### src/rtl/alu_exec_unit.sv
// Execute-stage ALU: ALU-control decode, single-cycle datapath and an iterative
// multiply/divide engine that owns the HI/LO registers and stalls the pipe while busy.
module alu_exec_unit #(
  parameter int unsigned WIDTH = 32,
  parameter int unsigned SHW   = $clog2(WIDTH)
) (
  input  logic             clk,
  input  logic             reset,
  input  logic             in_valid,
  output logic             in_ready,
  input  logic [1:0]       alu_op,
  input  logic [5:0]       funct,
  input  logic [SHW-1:0]   shamt,
  input  logic [WIDTH-1:0] a,
  input  logic [WIDTH-1:0] b,
  output logic             out_valid,
  output logic [WIDTH-1:0] result,
  output logic             zero,
  output logic             ovf,
  output logic [WIDTH-1:0] hi,
  output logic [WIDTH-1:0] lo
);

  localparam int unsigned W2 = 2 * WIDTH;

  typedef enum logic [1:0] {StIdle, StMul, StDiv} state_e;

  typedef enum logic [4:0] {
    OpAdd, OpAddu, OpSub, OpSubu, OpAnd, OpOr, OpXor, OpNor,
    OpSll, OpSrl, OpSra, OpSlt, OpSltu,
    OpMfhi, OpMflo, OpMthi, OpMtlo,
    OpMult, OpMultu, OpDiv, OpDivu
  } op_e;

  state_e             state_q, state_d;
  logic [SHW-1:0]     cnt_q, cnt_d;
  logic [W2-1:0]      acc_q, acc_d;
  logic [WIDTH-1:0]   opnd_q, opnd_d;
  logic [WIDTH-1:0]   dvd_q, dvd_d;
  logic               neg_lo_q, neg_lo_d;
  logic               neg_hi_q, neg_hi_d;
  logic               div0_q, div0_d;
  logic               out_valid_q, out_valid_d;
  logic [WIDTH-1:0]   result_q, result_d;
  logic               zero_q, zero_d;
  logic               ovf_q, ovf_d;
  logic [WIDTH-1:0]   hi_q, hi_d;
  logic [WIDTH-1:0]   lo_q, lo_d;

  op_e                op;
  logic               sgn;
  logic [WIDTH-1:0]   mag_a, mag_b;
  logic [WIDTH-1:0]   sum, diff, res;
  logic               add_ovf, sub_ovf;
  logic [W2-1:0]      acc_nx, prod;

  // One shift-add step: {upper partial product, remaining multiplier bits}.
  function automatic logic [W2-1:0] mul_step(input logic [W2-1:0] acc,
                                             input logic [WIDTH-1:0] mcand);
    logic [WIDTH:0] s;
    s = {1'b0, acc[W2-1:WIDTH]} + (acc[0] ? {1'b0, mcand} : {(WIDTH+1){1'b0}});
    return {s, acc[WIDTH-1:1]};
  endfunction

  // One restoring step: {partial remainder, dividend bits shifting into quotient}.
  function automatic logic [W2-1:0] div_step(input logic [W2-1:0] acc,
                                             input logic [WIDTH-1:0] dvsr);
    logic [WIDTH:0] rem_sh;
    logic [WIDTH:0] d;
    rem_sh = {acc[W2-1:WIDTH], acc[WIDTH-1]};
    d      = rem_sh - {1'b0, dvsr};
    if (!d[WIDTH]) return {d[WIDTH-1:0], acc[WIDTH-2:0], 1'b1};
    else           return {rem_sh[WIDTH-1:0], acc[WIDTH-2:0], 1'b0};
  endfunction

  always_comb begin
    op = OpAnd;
    case (alu_op)
      2'b00:   op = OpAdd;
      2'b01:   op = OpSub;
      2'b11:   op = OpOr;
      default: begin
        case (funct)
          6'b100000: op = OpAdd;
          6'b100001: op = OpAddu;
          6'b100010: op = OpSub;
          6'b100011: op = OpSubu;
          6'b100100: op = OpAnd;
          6'b100101: op = OpOr;
          6'b100110: op = OpXor;
          6'b100111: op = OpNor;
          6'b000000: op = OpSll;
          6'b000010: op = OpSrl;
          6'b000011: op = OpSra;
          6'b101010: op = OpSlt;
          6'b101011: op = OpSltu;
          6'b010000: op = OpMfhi;
          6'b010010: op = OpMflo;
          6'b010001: op = OpMthi;
          6'b010011: op = OpMtlo;
          6'b011000: op = OpMult;
          6'b011001: op = OpMultu;
          6'b011010: op = OpDiv;
          6'b011011: op = OpDivu;
          default:   op = OpAnd;
        endcase
      end
    endcase
  end

  assign sgn     = (op == OpMult) || (op == OpDiv);
  assign mag_a   = (sgn && a[WIDTH-1]) ? -a : a;
  assign mag_b   = (sgn && b[WIDTH-1]) ? -b : b;
  assign sum     = a + b;
  assign diff    = a - b;
  assign add_ovf = (a[WIDTH-1] == b[WIDTH-1]) && (sum[WIDTH-1] != a[WIDTH-1]);
  assign sub_ovf = (a[WIDTH-1] != b[WIDTH-1]) && (diff[WIDTH-1] != a[WIDTH-1]);

  always_comb begin
    res = a & b;
    case (op)
      OpAdd, OpAddu: res = sum;
      OpSub, OpSubu: res = diff;
      OpOr:          res = a | b;
      OpXor:         res = a ^ b;
      OpNor:         res = ~(a | b);
      OpSll:         res = b << shamt;
      OpSrl:         res = b >> shamt;
      OpSra:         res = $signed(b) >>> shamt;
      OpSlt:         res = {{(WIDTH-1){1'b0}}, $signed(a) < $signed(b)};
      OpSltu:        res = {{(WIDTH-1){1'b0}}, a < b};
      OpMfhi:        res = hi_q;
      OpMflo:        res = lo_q;
      OpMthi, OpMtlo: res = a;
      default:       res = a & b;
    endcase
  end

  always_comb begin
    state_d     = state_q;
    cnt_d       = cnt_q;
    acc_d       = acc_q;
    opnd_d      = opnd_q;
    dvd_d       = dvd_q;
    neg_lo_d    = neg_lo_q;
    neg_hi_d    = neg_hi_q;
    div0_d      = div0_q;
    out_valid_d = 1'b0;
    result_d    = result_q;
    zero_d      = zero_q;
    ovf_d       = ovf_q;
    hi_d        = hi_q;
    lo_d        = lo_q;
    acc_nx      = '0;
    prod        = '0;

    unique case (state_q)
      StIdle: begin
        if (in_valid) begin
          // The accept edge performs the first iteration, so WIDTH-1 remain.
          case (op)
            OpMult, OpMultu: begin
              state_d  = StMul;
              cnt_d    = SHW'(WIDTH - 2);
              opnd_d   = mag_b;
              acc_d    = mul_step({{WIDTH{1'b0}}, mag_a}, mag_b);
              neg_lo_d = sgn && (a[WIDTH-1] ^ b[WIDTH-1]);
            end
            OpDiv, OpDivu: begin
              state_d  = StDiv;
              cnt_d    = SHW'(WIDTH - 2);
              opnd_d   = mag_b;
              acc_d    = div_step({{WIDTH{1'b0}}, mag_a}, mag_b);
              neg_lo_d = sgn && (a[WIDTH-1] ^ b[WIDTH-1]);
              neg_hi_d = sgn && a[WIDTH-1];
              div0_d   = (b == '0);
              dvd_d    = a;
            end
            default: begin
              out_valid_d = 1'b1;
              result_d    = res;
              zero_d      = (res == '0);
              ovf_d       = ((op == OpAdd) && add_ovf) || ((op == OpSub) && sub_ovf);
              if (op == OpMthi) hi_d = a;
              if (op == OpMtlo) lo_d = a;
            end
          endcase
        end
      end
      StMul: begin
        acc_nx = mul_step(acc_q, opnd_q);
        acc_d  = acc_nx;
        cnt_d  = cnt_q - 1'b1;
        if (cnt_q == '0) begin
          prod        = neg_lo_q ? -acc_nx : acc_nx;
          hi_d        = prod[W2-1:WIDTH];
          lo_d        = prod[WIDTH-1:0];
          state_d     = StIdle;
          cnt_d       = '0;
          out_valid_d = 1'b1;
          result_d    = '0;
          zero_d      = 1'b1;
          ovf_d       = 1'b0;
        end
      end
      StDiv: begin
        acc_nx = div_step(acc_q, opnd_q);
        acc_d  = acc_nx;
        cnt_d  = cnt_q - 1'b1;
        if (cnt_q == '0) begin
          if (div0_q) begin
            hi_d = dvd_q;
            lo_d = '1;
          end else begin
            hi_d = neg_hi_q ? -acc_nx[W2-1:WIDTH] : acc_nx[W2-1:WIDTH];
            lo_d = neg_lo_q ? -acc_nx[WIDTH-1:0] : acc_nx[WIDTH-1:0];
          end
          state_d     = StIdle;
          cnt_d       = '0;
          out_valid_d = 1'b1;
          result_d    = '0;
          zero_d      = 1'b1;
          ovf_d       = 1'b0;
        end
      end
      default: state_d = StIdle;
    endcase
  end

  always_ff @(posedge clk) begin
    if (reset) begin
      state_q     <= StIdle;
      cnt_q       <= '0;
      acc_q       <= '0;
      opnd_q      <= '0;
      dvd_q       <= '0;
      neg_lo_q    <= 1'b0;
      neg_hi_q    <= 1'b0;
      div0_q      <= 1'b0;
      out_valid_q <= 1'b0;
      result_q    <= '0;
      zero_q      <= 1'b0;
      ovf_q       <= 1'b0;
      hi_q        <= '0;
      lo_q        <= '0;
    end else begin
      state_q     <= state_d;
      cnt_q       <= cnt_d;
      acc_q       <= acc_d;
      opnd_q      <= opnd_d;
      dvd_q       <= dvd_d;
      neg_lo_q    <= neg_lo_d;
      neg_hi_q    <= neg_hi_d;
      div0_q      <= div0_d;
      out_valid_q <= out_valid_d;
      result_q    <= result_d;
      zero_q      <= zero_d;
      ovf_q       <= ovf_d;
      hi_q        <= hi_d;
      lo_q        <= lo_d;
    end
  end

  assign in_ready  = (state_q == StIdle);
  assign out_valid = out_valid_q;
  assign result    = result_q;
  assign zero      = zero_q;
  assign ovf       = ovf_q;
  assign hi        = hi_q;
  assign lo        = lo_q;

endmodule

### config.mk
export PLATFORM = sky130hd
export DESIGN_NAME = alu_exec_unit
export DESIGN_NICKNAME = d
export VERILOG_FILES = /design/src/rtl/alu_exec_unit.sv
export SDC_FILE = /design/constraint.sdc
export NUM_CORES = 2
export LEC_CHECK = 0
export CAP_MARGIN = 5
export CORE_ASPECT_RATIO = 1.2
export CORE_MARGIN = 2
export CORE_UTILIZATION = 25
export DETAILED_ROUTE_END_ITERATION = 10
export GPL_TIMING_DRIVEN = 0
export PLACE_DENSITY = 0.37
export SLEW_MARGIN = 20
export SYNTH_ARGS = -nofsm -noshare
export SYNTH_HDL_FRONTEND = slang
export SYNTH_SLANG_ARGS = --single-unit
### constraint.sdc
create_clock -name clk -period 7.3 [get_ports clk]
set_input_delay 1.46 -clock clk [delete_from_list [all_inputs] [get_ports clk]]
set_output_delay 1.46 -clock clk [all_outputs]
set_load 0.03 [all_outputs]
Word level (Yosys, flattened, before mapping)
Memories as Yosys holds them, arrays and structs flattened. Cells that the tools add are included.

Register bits: 237. Bits of input ports: 80. ROM bits: 320. Output and inout port bits: 100. Word-level logic and storage cells: 157. Memories: 1.

Memory list: (no name shown) (words 64, width 5, read ports 1, clocked after memory_dff 0, write ports 0, RTL line 83) `case (funct)`.

Order comparisons: 2. Eq/ne operators: 36. Shifts and indexed selects: 3. Bitwise logic cells: 5. Reduce and logical (&&, ||, !) cells: 32. Multiplexer cells: 53. $add $sub $neg: 11.

Operators by type and width (count): $mux W32 (21); $pmux W32 S13 (1); $mux W64 (5); $pmux W32 S3 (2); $pmux W64 S3 (1); $neg A32 Y32 (4); $pmux W64 S2 (1); $logic_not A32 Y1 (2); $lt A32 B32 Y1 (2); $neg A64 Y64 (1); $pmux W32 S2 (1); $eq A5 B4 Y1 const B (8); $add A32 B32 Y33 (1); $sub A1 B32 Y33 (1); $sub A33 B32 Y33 (1); $add A32 B32 Y32 (1); $and A32 B32 Y32 (1); $not A32 Y32 (1); $or A32 B32 Y32 (1); $shl A32 B5 Y32 (1); $shr A32 B5 Y32 (1); $sshr A32 B5 Y32 (1); $sub A32 B32 Y32 (1); $xor A32 B32 Y32 (1); other kinds (31) (81).

Depth between registers and ports, before layout
Word-level depth: 11. Gate-level depth with buffers: 24. Gate-level depth less buffers: 20.

Worst setup path after synthesis
No wires, ideal clock.

Path type: input port to flip-flop. Start point: in a[2]. End point: reg acc_q[43]. Stages: 21. Arrival time: 5.612 ns. Data required time: 7.208 ns. Path buffers: 2. Setup slack: 1.596 ns. Setup time: 0.092 ns. Cells stage by stage: clkbuf_1 nor2_1 nand4_1 or4_1 or3_1 or3_1 or3_1 nor3_1 o21ai_0 ha_1 inv_1 ha_1 a21boi_0 o2111ai_1 nor4bb_1 nand4b_1 nor2_1 a21oi_1 buf_2 o211a_1 nor4_1.

Cells in the longest elaborated chain, start to end: 7.

Ends and longest elaborated chain: start: declaration (RTL line 14) `input logic [WIDTH-1:0] a,`; $neg A32 Y32 (RTL line 112) `assign mag_a = (sgn && a[WIDTH-1]) ? -a : a;`; $mux W32 (RTL line 112); $sub A1 B32 Y33 (RTL line 71) `d = rem_sh - {1'b0, dvsr};`; $mux W64 (RTL line 72) `if (!d[WIDTH]) return {d[WIDTH-1:0], acc[WIDTH-2:0], 1'b1};`; $pmux W64 S2 (RTL line 161) `case (op)`; $mux W64 (RTL line 159) `if (in_valid) begin`; $pmux W64 S3 (RTL line 157) `unique case (state_q)`; end signal: assignment (RTL line 234) `acc_q <= '0;`; end signal: assignment (RTL line 249) `acc_q <= acc_d;`; end: declaration (RTL line 37) `logic [W2-1:0] acc_q, acc_d;`.

Every way passes these cells. The select of a mux whose other input is x is not followed. A chain may end at the register's enable or synchronous reset.

Worst setup path after layout
Start point: in b[13]. End point: reg zero_q, in the netlist zero.

Cells in the longest elaborated chain, start to end: 7. Elaborated cells between the ends (all ways): 16. Classes of those cells: 2 x add/sub; 2 x order compare; 3 x shift; 4 x mux; 4 x bitwise; 1 x reduce/logical.

Ends and longest elaborated chain: start: declaration (RTL line 15) `input logic [WIDTH-1:0] b,`; parallel branches: the longest is 2 deep, another holds $sub A32 B32 Y32; $pmux W32 S13 * (RTL line 121) `case (op)`; $logic_not A32 Y1 * (RTL line 182) `zero_d = (res == '0);`; $mux W1 * (RTL line 161); $mux W1 * (RTL line 159); $pmux W1 S2 * (RTL line 157); end signal: assignment (RTL line 257) `zero_q <= zero_d;`; end: declaration (RTL line 45) `logic zero_q, zero_d;`.

Mark *: on every way between the ends. The select of a mux whose other input is x is not followed.

==> qor_table.md <==
| Metric | Reported | Unit |
|---|---|---|
| Status | complete, but fails checks | - |
| Failing checks | setup timing | - |
| Antenna violations before repair | 4 | - |
| Crit path capture type | flip-flop | - |
| Mapped cell area | 31,500 | um^2 |
| DR pass1 iterations | 7 | - |
| Total of max-cap violations | 0 | - |
| Warnings from Yosys | 0 | - |
| Biggest fanout along the worst timing path | 10 | - |
| Number of max-slew violations in the final report | 0 | - |
| Fraction of the yosys area taken by sequential cells | 15.1 | % |
| Total of buffers placed on input and output ports | 175 | - |
| Top layer used by detailed routing | met4 | - |
| Metal1 wirelength | 94,300 | um |
| Hold Crit Start | dvd_q[2] | - |
| Worst EP arrival | 7.87 | ns |
| Final critical path time including I/O delays and setup | 7.39 | ns |
| Commonest cells in the netlist | sky130_fd_sc_hd__nand2_1 (465), sky130_fd_sc_hd__nor2_1 (461), sky130_fd_sc_hd__a21oi_1 (360) | - |
| Required time of the worst setup path | 7.77 | ns |
| Pin count of the biggest net entering global routing | 12 | - |
| Post-synth EDFFs | 0 | - |
| Starting density of the core | 25.2 | % |
| Routed wire length on met3 | 19,000 | um |
| Beginning of the critical path | b[13] | - |
| Leading cell type by number of instances after synthesis | sky130_fd_sc_hd__nand2_1 | - |
| Via count normalized by instance count | 6.24 | - |
| Clock sinks | 237 | - |
| Crit start category | input port | - |
| Routed length on met2 | 107,000 | um |
| Die area | 129,000 | um^2 |
| Kind of path behind the tightest hold check | flip-flop to flip-flop | - |
| End-of-flow core utilization | 29.5 | % |
| Number of nets in the synthesized netlist | 4,759 | - |
| Clock latency of the later-clocked register in the worst-skew pair | 0.63 | ns |
| Detail Placement HPWL | 196,000 | um |
| Portion of synthesized cell area occupied by the leading cell type | 15.1 | % |
| FMAX | 135 | MHz |
| ANT nets after route | 0 | - |
| Leakage power summed over all cells | 13.3 | nW |
| Boundary pin count | 180 | - |
| Post-synthesis instance total | 4,490 | - |
| Depth of the CTS H-tree | 2 | - |
| Worst-case headroom to the max-slew limit | 11.4 | % |
| Fill cells | 14,000 | - |
| CTS tree | built | - |
| Die Width | 328 | um |
| Cell accounting for the most synthesized area | sky130_fd_sc_hd__dfxtp_1 | - |
| Setup CP Type | input port to flip-flop | - |
| Global-route usage over all layers | 35.9 | % |
| Overall via count from detail_route | 39,900 | - |
| Worst-case setup margin in the final layout | -0.0943 | ns |
| Area growth from synthesis to final layout | 17.1 | % |
| Via count of the first global-routing pass | 38,200 | - |
| Total count of hold-check failures in the final report | 0 | - |
| Vertical die dimension | 393 | um |
| Post-detailed-routing wire length | 240,000 | um |
| Buffer cell driving the clock tree root | sky130_fd_sc_hd__clkbuf_16 | - |
| Global-route wire length before repair | 324,000 | um |
| Iteration-0 DRC Markers | 5,351 | - |
| Number of core rows | 142 | - |
| Top cells by area in the synthesized netlist | sky130_fd_sc_hd__dfxtp_1 (15%), sky130_fd_sc_hd__ha_1 (7.4%), sky130_fd_sc_hd__a21oi_1 (5.7%) | - |
| CTS buffer count | 35 | - |
| Post-Syn Area per Cell | 7.01 | um^2 |
| Grt ovf | 0 | - |
| Flip-flop and latch count after synthesis | 237 | - |
| Actual slew at the worst max-slew pin | 1.32 | ns |
| Final Cycle Share | 101 | % |
| Routability Congestion | 1.04 | - |
| Clk slew on worst S/H paths | 0.06 | ns |
| Total power after layout | 8.86 | mW |
| Synth async-reset ratio | 0 | % |
| Pwr Density | 240 | nW/um^2 |
| Largest clock skew in the final design | 0.0346 | ns |
| Final-stage net count | 4,983 | - |
| FF-to-FF Start | acc_q[0] | - |
| Number of distinct library cells after synthesis | 103 | - |
| Max rail drop VDD | 158 | uV |
| Routed wire per std cell | 37.5 | um |
| CORE AREA | 125,000 | um^2 |
| Proportion of layout cells with a drive suffix above 1 | 5.76 | % |
| Top_reg_cell synth | sky130_fd_sc_hd__dfxtp_1 | - |
| Number of buffers on the longest clock path | 3 | - |
| Final setup vio count | 1 | - |
| Post-route DRC | 0 | - |
-- through the flow --
step	cell area (um^2)	hold WS, ns	std cells	worst slack [ns]	TNS, ns
3_3_place_gp	35300	0.439	6321	-1.25	-29.38
6_report	36800	0.452	6401	-0.0943	-0.0943
5_1_grt	36800	0.483	6395	-0.0331	-0.0331
4_1_cts	36700	0.450	6392	0.0702	0
2_1_floorplan	31500	0.431	4490	1.60	0
3_5_place_dp	35500	0.441	6330	-1.05	-20.94
-- worst paths after layout --
path	end	slack, ns	depth (start not counted)
min reg2reg	dvd_q[2]	0.45	2
max reg2reg	hi[19]	0.33	16
max	zero	-0.09	17
min	dvd_q[2]	0.45	2
-- cells in the final DEF, fill, tap and decap left out, types with 23 or more instances in the layout --
master / netlist / layout
sky130_fd_sc_hd__xnor2_1: 170 / 170
sky130_fd_sc_hd__and3_1: 45 / 45
sky130_fd_sc_hd__o2111ai_1: 27 / 27
sky130_fd_sc_hd__dfxtp_1: 237 / 237
sky130_fd_sc_hd__a211o_1: 26 / 26
sky130_fd_sc_hd__nor2_1: 461 / 457
sky130_fd_sc_hd__a31oi_1: 36 / 36
sky130_fd_sc_hd__o211ai_1: 54 / 54
sky130_fd_sc_hd__a21o_1: 58 / 58
sky130_fd_sc_hd__mux2i_1: 87 / 87
sky130_fd_sc_hd__a22o_1: 28 / 28
sky130_fd_sc_hd__nand3_1: 110 / 110
sky130_fd_sc_hd__clkbuf_1: 333 / 332
sky130_fd_sc_hd__and2_1: 47 / 47
sky130_fd_sc_hd__nand2b_1: 33 / 33
sky130_fd_sc_hd__or3_1: 76 / 76
sky130_fd_sc_hd__o22ai_1: 32 / 32
sky130_fd_sc_hd__nand2_1: 465 / 465
sky130_fd_sc_hd__clkdlybuf4s50_1: 0 / 172
sky130_fd_sc_hd__buf_1: 25 / 23
sky130_fd_sc_hd__a211oi_1: 98 / 98
sky130_fd_sc_hd__o31ai_1: 49 / 47
sky130_fd_sc_hd__a21oi_1: 360 / 359
sky130_fd_sc_hd__nand4_1: 63 / 63
sky130_fd_sc_hd__clkbuf_16: 0 / 35
sky130_fd_sc_hd__inv_1: 168 / 166
sky130_fd_sc_hd__mux2_2: 29 / 29
sky130_fd_sc_hd__nor2b_1: 26 / 26
sky130_fd_sc_hd__buf_2: 25 / 27
sky130_fd_sc_hd__nor3_1: 139 / 137
sky130_fd_sc_hd__a221oi_1: 62 / 62
sky130_fd_sc_hd__nor4_1: 46 / 42
sky130_fd_sc_hd__mux4_2: 49 / 49
sky130_fd_sc_hd__o21a_1: 24 / 24
sky130_fd_sc_hd__o21ai_0: 267 / 265
sky130_fd_sc_hd__a22oi_1: 91 / 91
sky130_fd_sc_hd__a221o_1: 23 / 23
sky130_fd_sc_hd__xor2_1: 52 / 52
sky130_fd_sc_hd__ha_1: 185 / 185
-- worst max-delay path, cell delays in order --
cell                              delay, ns
sky130_fd_sc_hd__clkdlybuf4s50_1       1.00
sky130_fd_sc_hd__clkbuf_1              0.55
sky130_fd_sc_hd__inv_1                 0.44
sky130_fd_sc_hd__ha_1                  0.41
sky130_fd_sc_hd__clkbuf_1              0.45
sky130_fd_sc_hd__inv_1                 0.31
sky130_fd_sc_hd__a221oi_1              0.45
sky130_fd_sc_hd__nor3_1                0.09
sky130_fd_sc_hd__a21oi_1               0.37
sky130_fd_sc_hd__a21oi_1               0.19
sky130_fd_sc_hd__o21bai_1              0.27
sky130_fd_sc_hd__o21a_1                0.31
sky130_fd_sc_hd__o22ai_1               0.18
sky130_fd_sc_hd__a41oi_1               0.84
sky130_fd_sc_hd__and4b_1               0.29
sky130_fd_sc_hd__nand4_1               0.11
sky130_fd_sc_hd__o21ai_0               0.11
-- state kept, by name (all words and copies together) (netlist names), 2 cells and up --
| register | flops |
|---|---|
| acc_q | 64 |
| cnt_q | 5 |
| dvd_q | 32 |
| hi | 32 |
| lo | 32 |
| opnd_q | 32 |
| result | 32 |
| state_q | 2 |
-- cell type report --
cell class | count | area [um^2] | area share [%]
Buffer | 385 | 1510 | 4.09
Tap cell | 1656 | 2070 | 5.63
Sequential cell | 237 | 4740 | 12.9
Multi-Input combinational cell | 3693 | 24700 | 67.1
Inverter | 175 | 664 | 1.80
Antenna cell | 6 | 15.0 | 0.0408
Clock buffer | 48 | 995 | 2.70
Clock inverter | 14 | 245 | 0.666
Timing Repair Buffer | 187 | 1880 | 5.10
-- timing repair --
action	4_1_cts	5_1_grt
setup buffers	0	3
setup endpoints to repair	32	16
resized for setup	11	15
pin swaps	0	2
hold buffers	0	0
-- cells by family after synthesis --
logic type / count (synthesis) / share of synthesized area [%]
simple gates: 1599 / 24.0
mux: 165 / 7.31
buf+inv: 560 / 6.81
fa+ha+maj: 189 / 7.61
xor+xnor: 222 / 6.18
compound gates: 1518 / 33.0
flops: 237 / 15.1
-- layer usage --
metal	vias up	GRT usage [%]
met4	0	23.7
li1	17200	-
met1	19800	43.9
met3	550	5.83
met2	2378	57.9
met5	-	0
-- power by group --
part | switching, mW | leakage (nW) | internal (mW) | total (mW)
clock | 0.809 | 0.591 | 1.14 | 1.95
sequential | 0.105 | 1.92 | 1.37 | 1.47
combinational | 3.89 | 10.8 | 1.54 | 5.43
Note: power is estimated with default switching activity, not from simulation.
